--- src/rtl/async_fifo_read_ctrl.sv ---
// async_fifo_read_ctrl: read-domain pointer, write-pointer sync and 2-entry FWFT output stage
module async_fifo_read_ctrl #(
  parameter int DATA_WIDTH = 32,
  parameter int ADDR_WIDTH = 3,
  localparam int PTR_SIZE = ADDR_WIDTH + 1
) (
  input  logic                  r_clk,
  input  logic                  reset,
  input  logic [PTR_SIZE-1:0]   w_ptr_gray,
  input  logic [DATA_WIDTH-1:0] ram_r_data,
  input  logic                  rd_ready,
  output logic                  r_en,
  output logic [ADDR_WIDTH-1:0] r_adrs,
  output logic [PTR_SIZE-1:0]   r_ptr_gray,
  output logic                  empty,
  output logic [PTR_SIZE-1:0]   level,
  output logic                  rd_valid,
  output logic [DATA_WIDTH-1:0] rd_data
);
  function automatic logic [PTR_SIZE-1:0] gray2bin(input logic [PTR_SIZE-1:0] g);
    logic [PTR_SIZE-1:0] b;
    for (int i = 0; i < PTR_SIZE; i++) b[i] = ^(g >> i);
    return b;
  endfunction
  logic [PTR_SIZE-1:0]   sync1, sync2, w_bin_sync, r_ptr_bin, r_ptr_next;
  logic [DATA_WIDTH-1:0] buf0, buf1;
  logic [1:0]            held, held_after_pop;
  logic                  in_flight, pop;
  assign w_bin_sync = gray2bin(sync2);
  assign empty = r_ptr_bin == w_bin_sync;
  assign level = w_bin_sync - r_ptr_bin;
  assign r_adrs = r_ptr_bin[ADDR_WIDTH-1:0];
  assign rd_valid = held != 2'd0;
  assign rd_data = buf0;
  assign pop = rd_valid & rd_ready;
  assign held_after_pop = held - {1'b0, pop};
  // words already held or on their way, net of this cycle's pop, must leave a free slot
  assign r_en = !reset && !empty && ({1'b0, held} + {2'b0, in_flight} < 3'd2 + {2'b0, pop});
  assign r_ptr_next = r_ptr_bin + PTR_SIZE'(r_en);
  always_ff @(posedge r_clk) begin
    if (reset) begin
      sync1 <= '0;
      sync2 <= '0;
      r_ptr_bin <= '0;
      r_ptr_gray <= '0;
      in_flight <= 1'b0;
      held <= 2'd0;
      buf0 <= '0;
      buf1 <= '0;
    end else begin
      sync1 <= w_ptr_gray;
      sync2 <= sync1;
      r_ptr_bin <= r_ptr_next;
      r_ptr_gray <= r_ptr_next ^ (r_ptr_next >> 1);
      in_flight <= r_en;
      held <= held_after_pop + {1'b0, in_flight};
      if (pop && held == 2'd2) buf0 <= buf1;
      if (in_flight) begin
        if (held_after_pop == 2'd0) buf0 <= ram_r_data;
        else buf1 <= ram_r_data;
      end
    end
  end
endmodule

--- config.mk ---
export PLATFORM = sky130hd
export DESIGN_NAME = async_fifo_read_ctrl
export DESIGN_NICKNAME = d
export VERILOG_FILES = /design/src/rtl/async_fifo_read_ctrl.sv
export SDC_FILE = /design/constraint.sdc
export NUM_CORES = 1
export LEC_CHECK = 0
export CAP_MARGIN = 20
export CORE_MARGIN = 4
export CORE_UTILIZATION = 35
export CTS_CLUSTER_DIAMETER = 120
export DETAILED_ROUTE_END_ITERATION = 6
export GPL_TIMING_DRIVEN = 0
export PLACE_DENSITY = 0.71
export SYNTH_ARGS = -nofsm -noshare
export SYNTH_HDL_FRONTEND = slang
export SYNTH_SLANG_ARGS = --single-unit
--- constraint.sdc ---
create_clock -name r_clk -period 3.25 [get_ports r_clk]
set_clock_uncertainty 0.1 [all_clocks]
set_input_delay 0.325 -clock r_clk [delete_from_list [all_inputs] [get_ports r_clk]]
set_output_delay 0.325 -clock r_clk [all_outputs]
set_load 0.01 [all_outputs]
# Word level (Yosys, flattened, before mapping)
# Index checks and enable logic that the tools add are counted.
# totals
input_bits	39
elab_cells	35
regBits	83
output_inout_bits	46
# classes
muxes	3
eq_ne	2
bitwise	3
reduce_logical	12
add_sub_neg	6
order_cmp	1
# ops
cell	count
32-bit 2-to-1 mux	3
4-bit XOR reduction	4
4-bit by 1-bit adder with 4-bit output	1
4-bit equality test	1
4-bit subtractor	1
4-bit by 3-bit XOR with 4-bit output	1
2-bit by 1-bit adder with 3-bit output	1
2-bit by 1-bit adder with 3-bit output (first input constant)	1
1-bit logical AND	3
3-bit < comparator	1
2-bit by 1-bit adder with 2-bit output	1
2-bit equality test (second input constant)	1
1-bit logical NOT	2
2-bit logical NOT	1
2-bit AND reduction	1
2-bit nonzero test	1
2-bit by 1-bit subtractor with 2-bit output	1
1-bit bitwise AND	1
1-bit NOT	1

# Depth between registers and ports, before layout
# Gate-level depths: netlist of the first run.
# logic_depth
ltp_word	7
mapped_depth	11
ltp_nobuf	11

# Least setup slack after synthesis of the first run
# Ideal clock, no wire load.
# synth_timing
path_kind	register to register
startpoint	reg sync2[3]
endpoint	reg r_ptr_gray[0]
arrival_time_ns	3.008
synth_period_minus_slack_ns	3.236
path_slack_ns	0.014
stages_incl_launch_ff	12
path_buffers	0
setup_ns	0.128
required_time_ns	3.022
path_cell_list	dfxtp_1 xor2_1 xor2_1 xnor2_1 ha_1 nand3_1 nor2_1 a2111oi_0 ha_1 xor2_1 xnor2_1 nor2_1
# synth_via
elab_chain_len	7
elab_cells_between_ends	10
classes_between	1 x add/sub; 1 x eq/ne; 1 x bitwise; 7 x reduce/logical
# synth_lines
element	line_no	text
from (decl)	25	logic [PTR_SIZE-1:0] sync1, sync2, w_bin_sync, r_ptr_bin, r_ptr_next;
from (signal assigned)	52	sync2 <= sync1;
4-bit XOR reduction	22	for (int i = 0; i < PTR_SIZE; i++) b[i] = ^(g >> i);
4-bit equality test *	30	assign empty = r_ptr_bin == w_bin_sync;
net empty	15	output logic empty,
1-bit logical NOT *	38	assign r_en = !reset && !empty && ({1'b0, held} + {2'b0, in_flight} < 3'd2 + {2'b0, pop});
1-bit logical AND * (2 in series)	38	
net r_en	12	output logic r_en,
4-bit by 1-bit adder with 4-bit output *	39	assign r_ptr_next = r_ptr_bin + PTR_SIZE'(r_en);
4-bit by 3-bit XOR with 4-bit output *	54	r_ptr_gray <= r_ptr_next ^ (r_ptr_next >> 1);
to (signal assigned)	54	
to (decl)	14	output logic [PTR_SIZE-1:0] r_ptr_gray,
# The timed path passes the listed nets; every way through them passes the cells marked *.
# A chain may end at the register's enable or synchronous reset.

# Worst setup path after layout of the first run
# layout_timing
startpoint	reg sync2[3]
endpoint	out level[2]
# layout_via
elab_chain_len	2
elab_cells_between_ends	4
classes_between	1 x add/sub; 3 x reduce/logical
# layout_lines
element	line_no	text
4-bit XOR reduction	22	
4-bit subtractor *	31	assign level = w_bin_sync - r_ptr_bin;
to (decl)	16	output logic [PTR_SIZE-1:0] level,
# Every way passes the cells marked *; elsewhere a longest branch is shown, timed or not.

==> flow_summary.json, run 1 <==
{
  "post-synth-top-count-cell": "dfxtp_1",
  "final_util": 0.495,
  "drt-total-wl_um": 8160,
  "routedWlPerCell_um": 13.8,
  "maxCapViolations": 0,
  "core_region_area_um2": 9280,
  "cts_made_buffers": 9,
  "rr_worst_depth": 11,
  "start_util": 0.362,
  "crit_chain": "xor2_2 -> xor2_2 -> xnor2_1 -> ha_1 -> inv_1 -> fa_1 -> xor2_1 -> clkdlybuf4s50_1",
  "critPathMostFrequentCell": "xor2_2",
  "yosysUniqueCellTypes": 27,
  "synthCells": 364,
  "dpl.hpwl_um": 5930,
  "vias": 2831,
  "cp_slowest_cell": "clkdlybuf4s50_1",
  "cp.arrival_ns": 2.62,
  "antenna_found_initial": 0,
  "p_total_uw": 4010,
  "avgSynthCellArea_um2": 9.23,
  "slew_headroom": 0.625,
  "worst_pin_slew_ns": 0.562,
  "cts.path.max_buffers": 2,
  "drive_gt1_frac": 0.0797,
  "htree_levels": 3,
  "maxSlewViolCount": 0,
  "area_growth_pct": 36.8,
  "root_buffer": "clkbuf_8",
  "rows": 35,
  "overflow": 0,
  "slowest_delay_ns": 0.55,
  "startpoint_type": "flop",
  "finalCritPeriodShare": 0.938,
  "power.density_nw_per_um2": 873,
  "fp.dieW_um": 106,
  "crit_path_max_fanout": 3,
  "track_usage": 0.146,
  "finalNetCount": 508,
  "drtIter0Drc": 87,
  "clkTransAtPathRegs_ns": 0.08,
  "cts_hold_buf": 0,
  "ys_async_sr_fraction": 0,
  "grt_pass1_vias": 2814,
  "ir_drop_mv": 0.286,
  "routed_via_density": 4.77,
  "ys_warn_count": 0,
  "synth_edf_count": 0,
  "hold_class": "in -> reg",
  "setup_viol": 0,
  "grt_pass1_wl_um": 13300,
  "portBuffers": 83,
  "gp_congestion": 0.777,
  "setup.worst_path.end_class": "output port",
  "hold_slack_ns": 0.264,
  "insertion_delay_ns": 0.34,
  "dieArea_um2": 11200,
  "netlist.area_leader.share": 0.489,
  "p_leak_uw": 0.00171,
  "synth.ff_latch_count": 82,
  "fin_area_um2": 4590,
  "cts_tree": "done",
  "synth_ff_type": "dfxtp_1",
  "crit_type": "reg -> out",
  "status": "finished clean",
  "hold_violations": 0,
  "diodes": 0,
  "drtPass1Iterations": 4,
  "cts_sinks": 82,
  "fin_crit_ns": 3.05,
  "clock.fmax_mhz": 328,
  "whs_path_depth": 2,
  "yosysTopAreaCell": "dfxtp_1",
  "io_pins": 85,
  "synthesis.area_um2": 3360,
  "grt_start_max_net_pins": 16,
  "crit_required_ns": 2.82,
  "postRouteAntennaNets": 0,
  "nFillCells": 895,
  "rsz0062_at_grt": "false",
  "synth_area_leaders": "dfxtp_1 (49%), mux2i_1 (9.5%), a311oi_1 (8.3%)",
  "synth_fp_nets": 413,
  "postPlaceCellArea_um2": 4350,
  "die_h_um": 106,
  "seq_area_frac_synth": 0.489,
  "ys_top_cells_by_count": "dfxtp_1 (82), nor2_1 (72), nand2_1 (65)",
  "drcViolationCount": 0
}
## power by group
group / switching, µW / leakage (µW) / internal, µW / total (µW)
Sequential: 169 / 0.000671 / 1310 / 1480
Combinational: 877 / 0.000939 / 921 / 1800
Clock: 372 / 0.000104 / 361 / 732
Total: 1420 / 0.00171 / 2590 / 4010
## cell families (layout without fill, tap and decap cells)
group / after synthesis / after routing / synth area share
AOI/OAI and AO/OA: 38 / 38 / 0.0995
xor gates and xnor gates: 15 / 15 / 0.0414
adders and majority gates: 10 / 10 / 0.0395
buffers and inverters: 31 / 131 / 0.0469
DFF: 82 / 82 / 0.489
muxes: 32 / 32 / 0.0954
and+or+nand+nor: 156 / 156 / 0.189
## final timing paths
kind	start	to	slack [ns]
worst min register to register	sync1[3]$_SDFF_PP0_	sync2[3]$_SDFF_PP0_	0.34
worst min-delay path	reset	sync2[1]$_SDFF_PP0_	0.26
worst max register to register	sync2[3]$_SDFF_PP0_	r_ptr_gray[0]$_SDFF_PP0_	0.59
worst max-delay path	sync2[3]$_SDFF_PP0_	level[2]	0.20
## metal layers
layer	wire (µm)	GRT usage	vias up	part of all wire
li1	-	-	1419	-
met1	3640	0.178	1331	0.45
met2	3990	0.250	73	0.49
met3	461	0.0395	8	0.056
met4	66	0.0490	0	0.0081
met5	0	0	-	0
## state kept, by name, indices dropped and copies added (netlist names)
signal      cells
buf1           32
held            2
in_flight       1
r_ptr_bin       3
r_ptr_gray      4
rd_data        32
sync1           4
sync2           4
## layout by cell type, fill, tap and decap left out, drive strengths merged, types with 2 or more instances in the layout
cell	synthesis	final
clkdlybuf4s50	0	82
dfxtp	82	82
nor2	72	72
nand2	65	65
mux2i	32	32
a311oi	32	32
clkbuf	12	21
buf	13	14
nor2b	11	11
xor2	10	10
ha	9	9
inv	6	8
xnor2	5	5
nand3	4	4
clkinv	0	4
a21oi	2	2
a2111oi	2	2
## area by class of cell
type | count | area [µm²] | area share
flip-flops and latches | 82 | 1640 | 0.358
multi-input cells | 251 | 1590 | 0.347
repair buffers | 84 | 841 | 0.183
well taps | 129 | 161 | 0.0351
plain buffers | 25 | 135 | 0.0294
clock buffers | 9 | 124 | 0.0270
clock inverters | 7 | 75.1 | 0.0163
inverters | 6 | 22.5 | 0.00490
## through the flow
stage	setup slack [ns]	std cells	setup TNS [ns]
after floorplan	0.0141	364	0
after global placement	-0.123	576	-0.123
after detailed placement	-0.301	576	-0.804
after CTS	0.0542	592	0
after global routing	0.0268	593	0
final	0.202	593	0
## repair_timing
action	in CTS	in global routing
setup buffers	0	1
endpoints found under the setup margin	7	3
gates cloned	0	0
resized for setup	5	2
pin swaps	0	2
## critical path: cells and delay by family (launching register included)
kind	cells	cell delay (ns)
xor gates and xnor gates	4	0.80
buffers and inverters	2	0.60
adders and majority gates	2	0.53
DFF	1	0.36
No activity file was read; power rests on OpenSTA's default activity.
==> inputs of run 2 (changes only) <==
CORE_MARGIN = 2   (was 4)
PLACE_DENSITY = unset   (was 0.71)
PLACE_DENSITY_LB_ADDON = 0.3   (was unset)
==> flow_summary.json, run 2 (synthesis gave the netlist of run 1 again) <==
{
  "ir_drop_mv": 0.348,
  "slew_headroom": 0.639,
  "overflow": 0,
  "setup_slack_ns": 0.216,
  "top_usage_layer": "met2",
  "start_util": 0.362,
  "status": "finished clean",
  "finalCritPeriodShare": 0.933,
  "cp.arrival_ns": 2.61,
  "grt_pass1_wl_um": 13200,
  "io_pins": 85,
  "drt-total-wl_um": 8050,
  "critPathMostFrequentCell": "xor2_2",
  "cts_tree": "done",
  "antenna_found_initial": 0,
  "core_region_area_um2": 9280,
  "finalNetCount": 508,
  "cts_sinks": 82,
  "hold_violations": 0,
  "dpl.hpwl_um": 5770,
  "grt_start_max_net_pins": 14,
  "fin_crit_ns": 3.03,
  "htree_levels": 3,
  "cts_hold_buf": 0,
  "r2r_slack_ns": 0.63,
  "cts.path.max_buffers": 2,
  "vias": 2789,
  "power.density_nw_per_um2": 860,
  "cp_slowest_cell": "clkdlybuf4s50_1",
  "clkTransAtPathRegs_ns": 0.08,
  "root_buffer": "clkbuf_8",
  "routedWlPerCell_um": 13.6,
  "slowest_delay_ns": 0.55,
  "dieArea_um2": 10400,
  "place_ws_ns": -0.199,
  "p_leak_uw": 0.00170,
  "maxCapViolations": 0,
  "crit_chain": "xor2_2 -> xor2_2 -> xnor2_1 -> ha_1 -> inv_1 -> fa_1 -> xor2_1 -> clkdlybuf4s50_1",
  "gp_congestion": 0.760,
  "crit_path_max_fanout": 3,
  "die_h_um": 102,
  "met1_usage": 0.209,
  "drcViolationCount": 0,
  "globalRouteMet3Util": 0.0246,
  "setup_viol": 0,
  "area_growth_pct": 36.0,
  "setup.worst_path.end_class": "output port",
  "drtPass1Iterations": 4,
  "drive_gt1_frac": 0.0754,
  "worst_pin_slew_ns": 0.542,
  "startpoint_type": "flop",
  "crit_family": "XOR/XNOR gates",
  "hold_class": "in -> reg",
  "totalNegativeSetupSlack_ns": 0,
  "fin_area_um2": 4570,
  "rows": 35,
  "track_usage": 0.163,
  "critical_path_buf_inv_count": 2,
  "portBuffers": 83,
  "maxSlewViolCount": 0,
  "crit_required_ns": 2.82,
  "final_util": 0.492,
  "grtUsageMet2": 0.270,
  "crit_type": "reg -> out",
  "postRouteAntennaNets": 0,
  "insertion_delay_ns": 0.34,
  "rsz0062_at_grt": "false",
  "cts_made_buffers": 9,
  "postPlaceCellArea_um2": 4350,
  "diodes": 0,
  "clock.fmax_mhz": 330,
  "final_cell_mix": "dfxtp_1 (82), clkdlybuf4s50_1 (82), nor2_1 (72), nand2_1 (65)",
  "routed_via_density": 4.70,
  "nFillCells": 934,
  "drtIter0Drc": 86,
  "grt_pass1_vias": 2797,
  "fp.dieW_um": 102
}
## run 2: layer usage
metal	up-vias	share of wire
li1	1413	-
met1	1302	0.48
met2	62	0.47
met3	12	0.036
met4	0	0.019
met5	-	0
## run 2: path summary, 6_finish.rpt
| path | to | startpoint | cells past startpoint |
|---|---|---|---|
| worst max-delay path | level[2] | sync2[3]$_SDFF_PP0_ | 8 |
| worst min-delay path | sync2[1]$_SDFF_PP0_ | reset | 2 |
| worst max register to register | r_ptr_gray[0]$_SDFF_PP0_ | sync2[3]$_SDFF_PP0_ | 11 |
| worst min register to register | sync2[1]$_SDFF_PP0_ | sync1[1]$_SDFF_PP0_ | 1 |
## run 2: cell type report
type | instances | area, µm² | share of cell area
repair buffers | 84 | 841 | 0.184
clock buffers | 11 | 141 | 0.0310
plain buffers | 25 | 135 | 0.0296
clock inverters | 5 | 30.0 | 0.00658
well taps | 129 | 161 | 0.0354
inverters | 6 | 22.5 | 0.00493
multi-input cells | 251 | 1590 | 0.349
flip-flops and latches | 82 | 1640 | 0.360
## run 2: power breakdown
| group | internal [µW] | switching (µW) |
|---|---|---|
| Combinational | 920 | 865 |
| Clock | 295 | 365 |
| Sequential | 1310 | 169 |
## run 2: metrics by stage
step	hold slack, ns	instances	total power [µW]
2_1_floorplan	0.314	364	2520
3_3_place_gp	0.318	576	3240
3_5_place_dp	0.328	576	3280
4_1_cts	0.265	592	3960
5_1_grt	0.282	593	4200
6_report	0.260	593	3920
## run 2: what timing repair did
item / in CTS / in global routing
setup endpoints to repair: 4 / 4
pin swaps: 0 / 1
setup buffers: 0 / 1
gates resized for setup: 4 / 2
==> inputs of run 3 (changes only) <==
CORE_MARGIN = 4   (was 2)
RECOVER_POWER = 100   (was unset)
==> flow_summary.json, run 3 (synthesis gave the netlist of run 1 again) <==
{
  "status": "finished clean",
  "ir_drop_mv": 0.320,
  "antenna_found_initial": 0,
  "track_usage": 0.149,
  "portBuffers": 83,
  "power.density_nw_per_um2": 860,
  "slowest_delay_ns": 0.56,
  "startpoint_type": "flop",
  "grt_start_max_net_pins": 17,
  "drtIter0Drc": 55,
  "final_cell_mix": "dfxtp_1 (82), nor2_1 (72), nand2_1 (65), dlygate4sd3_1 (44), clkdlybuf4s50_1 (38)",
  "htree_levels": 3,
  "crit_path_max_fanout": 3,
  "crit_required_ns": 2.82,
  "rsz0062_at_grt": "false",
  "dieArea_um2": 11200,
  "diodes": 0,
  "cts_sinks": 82,
  "routedWlPerCell_um": 13.9,
  "routed_via_density": 4.73,
  "die_h_um": 106,
  "seq_area_um2": 1640,
  "drt-total-wl_um": 8220,
  "setup_slack_ns": 0.202,
  "crit_type": "reg -> out",
  "grt_pass1_vias": 2843,
  "fin_crit_ns": 3.05,
  "final_common_cell": "dfxtp_1",
  "setup.worst_path.end_class": "output port",
  "sw_frac_of_total": 0.363,
  "p_seq_frac": 0.373,
  "finalCritPeriodShare": 0.938,
  "hold_violations": 0,
  "min_from": "reset",
  "finalNetCount": 508,
  "cp_slowest_cell": "clkdlybuf4s50_1",
  "worst_pin_slew_ns": 1.04,
  "clkTransAtPathRegs_ns": 0.09,
  "rows": 35,
  "io_pins": 85,
  "place_ws_ns": -0.148,
  "dpl.hpwl_um": 5860,
  "worstSetupStartpoint": "sync2[3]$_SDFF_PP0_",
  "drtPass1Iterations": 4,
  "hold_class": "in -> reg",
  "fp.dieW_um": 106,
  "cp.arrival_ns": 2.62,
  "crit_family": "XOR/XNOR gates",
  "clock.fmax_mhz": 328,
  "r2r_slack_ns": 0.37,
  "cts_made_buffers": 9,
  "comb_power_share": 0.427,
  "postRouteAntennaNets": 0,
  "r2r_start": "held[1]$_SDFF_PP0_",
  "totalNegativeSetupSlack_ns": 0,
  "slew_headroom": 0.301,
  "maxSlewViolCount": 0,
  "core_region_area_um2": 9280,
  "critPathMostFrequentCell": "xor2_2",
  "drive_gt1_frac": 0.0625,
  "start_util": 0.362,
  "p_leak_uw": 0.00181,
  "area_growth_pct": 36.1,
  "gp_congestion": 0.798,
  "cts.path.max_buffers": 2,
  "hold_slack_ns": 0.256,
  "critical_path_buf_inv_count": 2,
  "nFillCells": 923,
  "setup_viol": 0,
  "grtUsageMet2": 0.244,
  "p_sw_uw": 1430,
  "root_buffer": "clkbuf_8",
  "maxCapViolations": 0,
  "met1_usage": 0.184,
  "cts_tree": "done",
  "top_usage_layer": "met2",
  "drcViolationCount": 0,
  "clock_power_share": 0.200,
  "overflow": 0,
  "internal_power_uw": 2500,
  "final_util": 0.492,
  "vias": 2805,
  "globalRouteMet3Util": 0.0389,
  "crit_chain": "xor2_2 -> xor2_2 -> xnor2_1 -> ha_1 -> inv_1 -> a21o_1 -> a21oi_1 -> xor2_1 -> clkdlybuf4s50_1",
  "multi_input_area_um2": 1570,
  "insertion_delay_ns": 0.35,
  "grt_pass1_wl_um": 13400
}
-- run 3: cell count changes in the layout (fill, tap and decap cells not counted), sizes merged --
cell,change
buf,-4
bufinv,+1
clkbuf,+2
clkdlybuf4s50,-44
clkinv,-2
clkinvlp,-1
dlygate4sd3,+44
inv,+4
-- run 3: final cells by class --
class                      count  area share
timing repair buffer          84       0.184
inverter                       6     0.00493
buffer                        25      0.0279
clock inverter                 7      0.0183
clock buffer                   9      0.0271
tap                          129      0.0353
multi-input combinational    251       0.343
sequential                    82       0.359
-- run 3: stage by stage --
stage / power [µW] / cells / cell area (µm²)
final: 3930 / 593 / 4570
after global routing: 4200 / 593 / 4570
after CTS: 4090 / 592 / 4580
after detailed placement: 3280 / 576 / 4350
after global placement: 3250 / 576 / 4350
after floorplan: 2520 / 364 / 3360
-- run 3: final timing paths --
path,to,cells after the start
setup reg to reg,buf1[3]$_SDFFE_PP0P_,8
hold / removal,sync1[1]$_SDFF_PP0_,2
hold reg to reg,sync2[3]$_SDFF_PP0_,1
setup / recovery,level[3],9
-- run 3: power by group through the flow --
stage	Combinational, µW	Sequential (µW)	Clock [µW]
6_report	1680	1470	784
3_3_place_gp	1750	1490	0
5_1_grt	1850	1510	844
4_1_cts	1810	1480	802
2_1_floorplan	961	1560	0
3_5_place_dp	1780	1500	0
-- run 3: routing by layer --
layer  vias up  wire length [µm]  share of wire
li1       1417                 -              -
met1      1307              3720           0.45
met3        14               364          0.044
met2        67              3920           0.48
met4         0               210          0.026
met5         -                 0              0
-- run 3: worst register-to-register path: cells and delay by family (launching register included) --
| kind | cells | cell delay [ns] |
|---|---|---|
| AOI/OAI and AO/OA | 1 | 0.84 |
| xor gates and xnor gates | 1 | 0.17 |
| buffers and inverters | 1 | 0.29 |
| and+or+nand+nor | 3 | 0.58 |
| adders and majority gates | 1 | 0.21 |
| DFF | 1 | 0.36 |
| muxes | 1 | 0.22 |
-- run 3: repair_timing --
action / in CTS / in global routing
hold buffers: 0 / 0
pin swaps: 0 / 1
setup endpoints to repair: 3 / 5
buffers inserted: 0 / 1
gates resized for setup: 4 / 2
gates cloned: 0 / 0
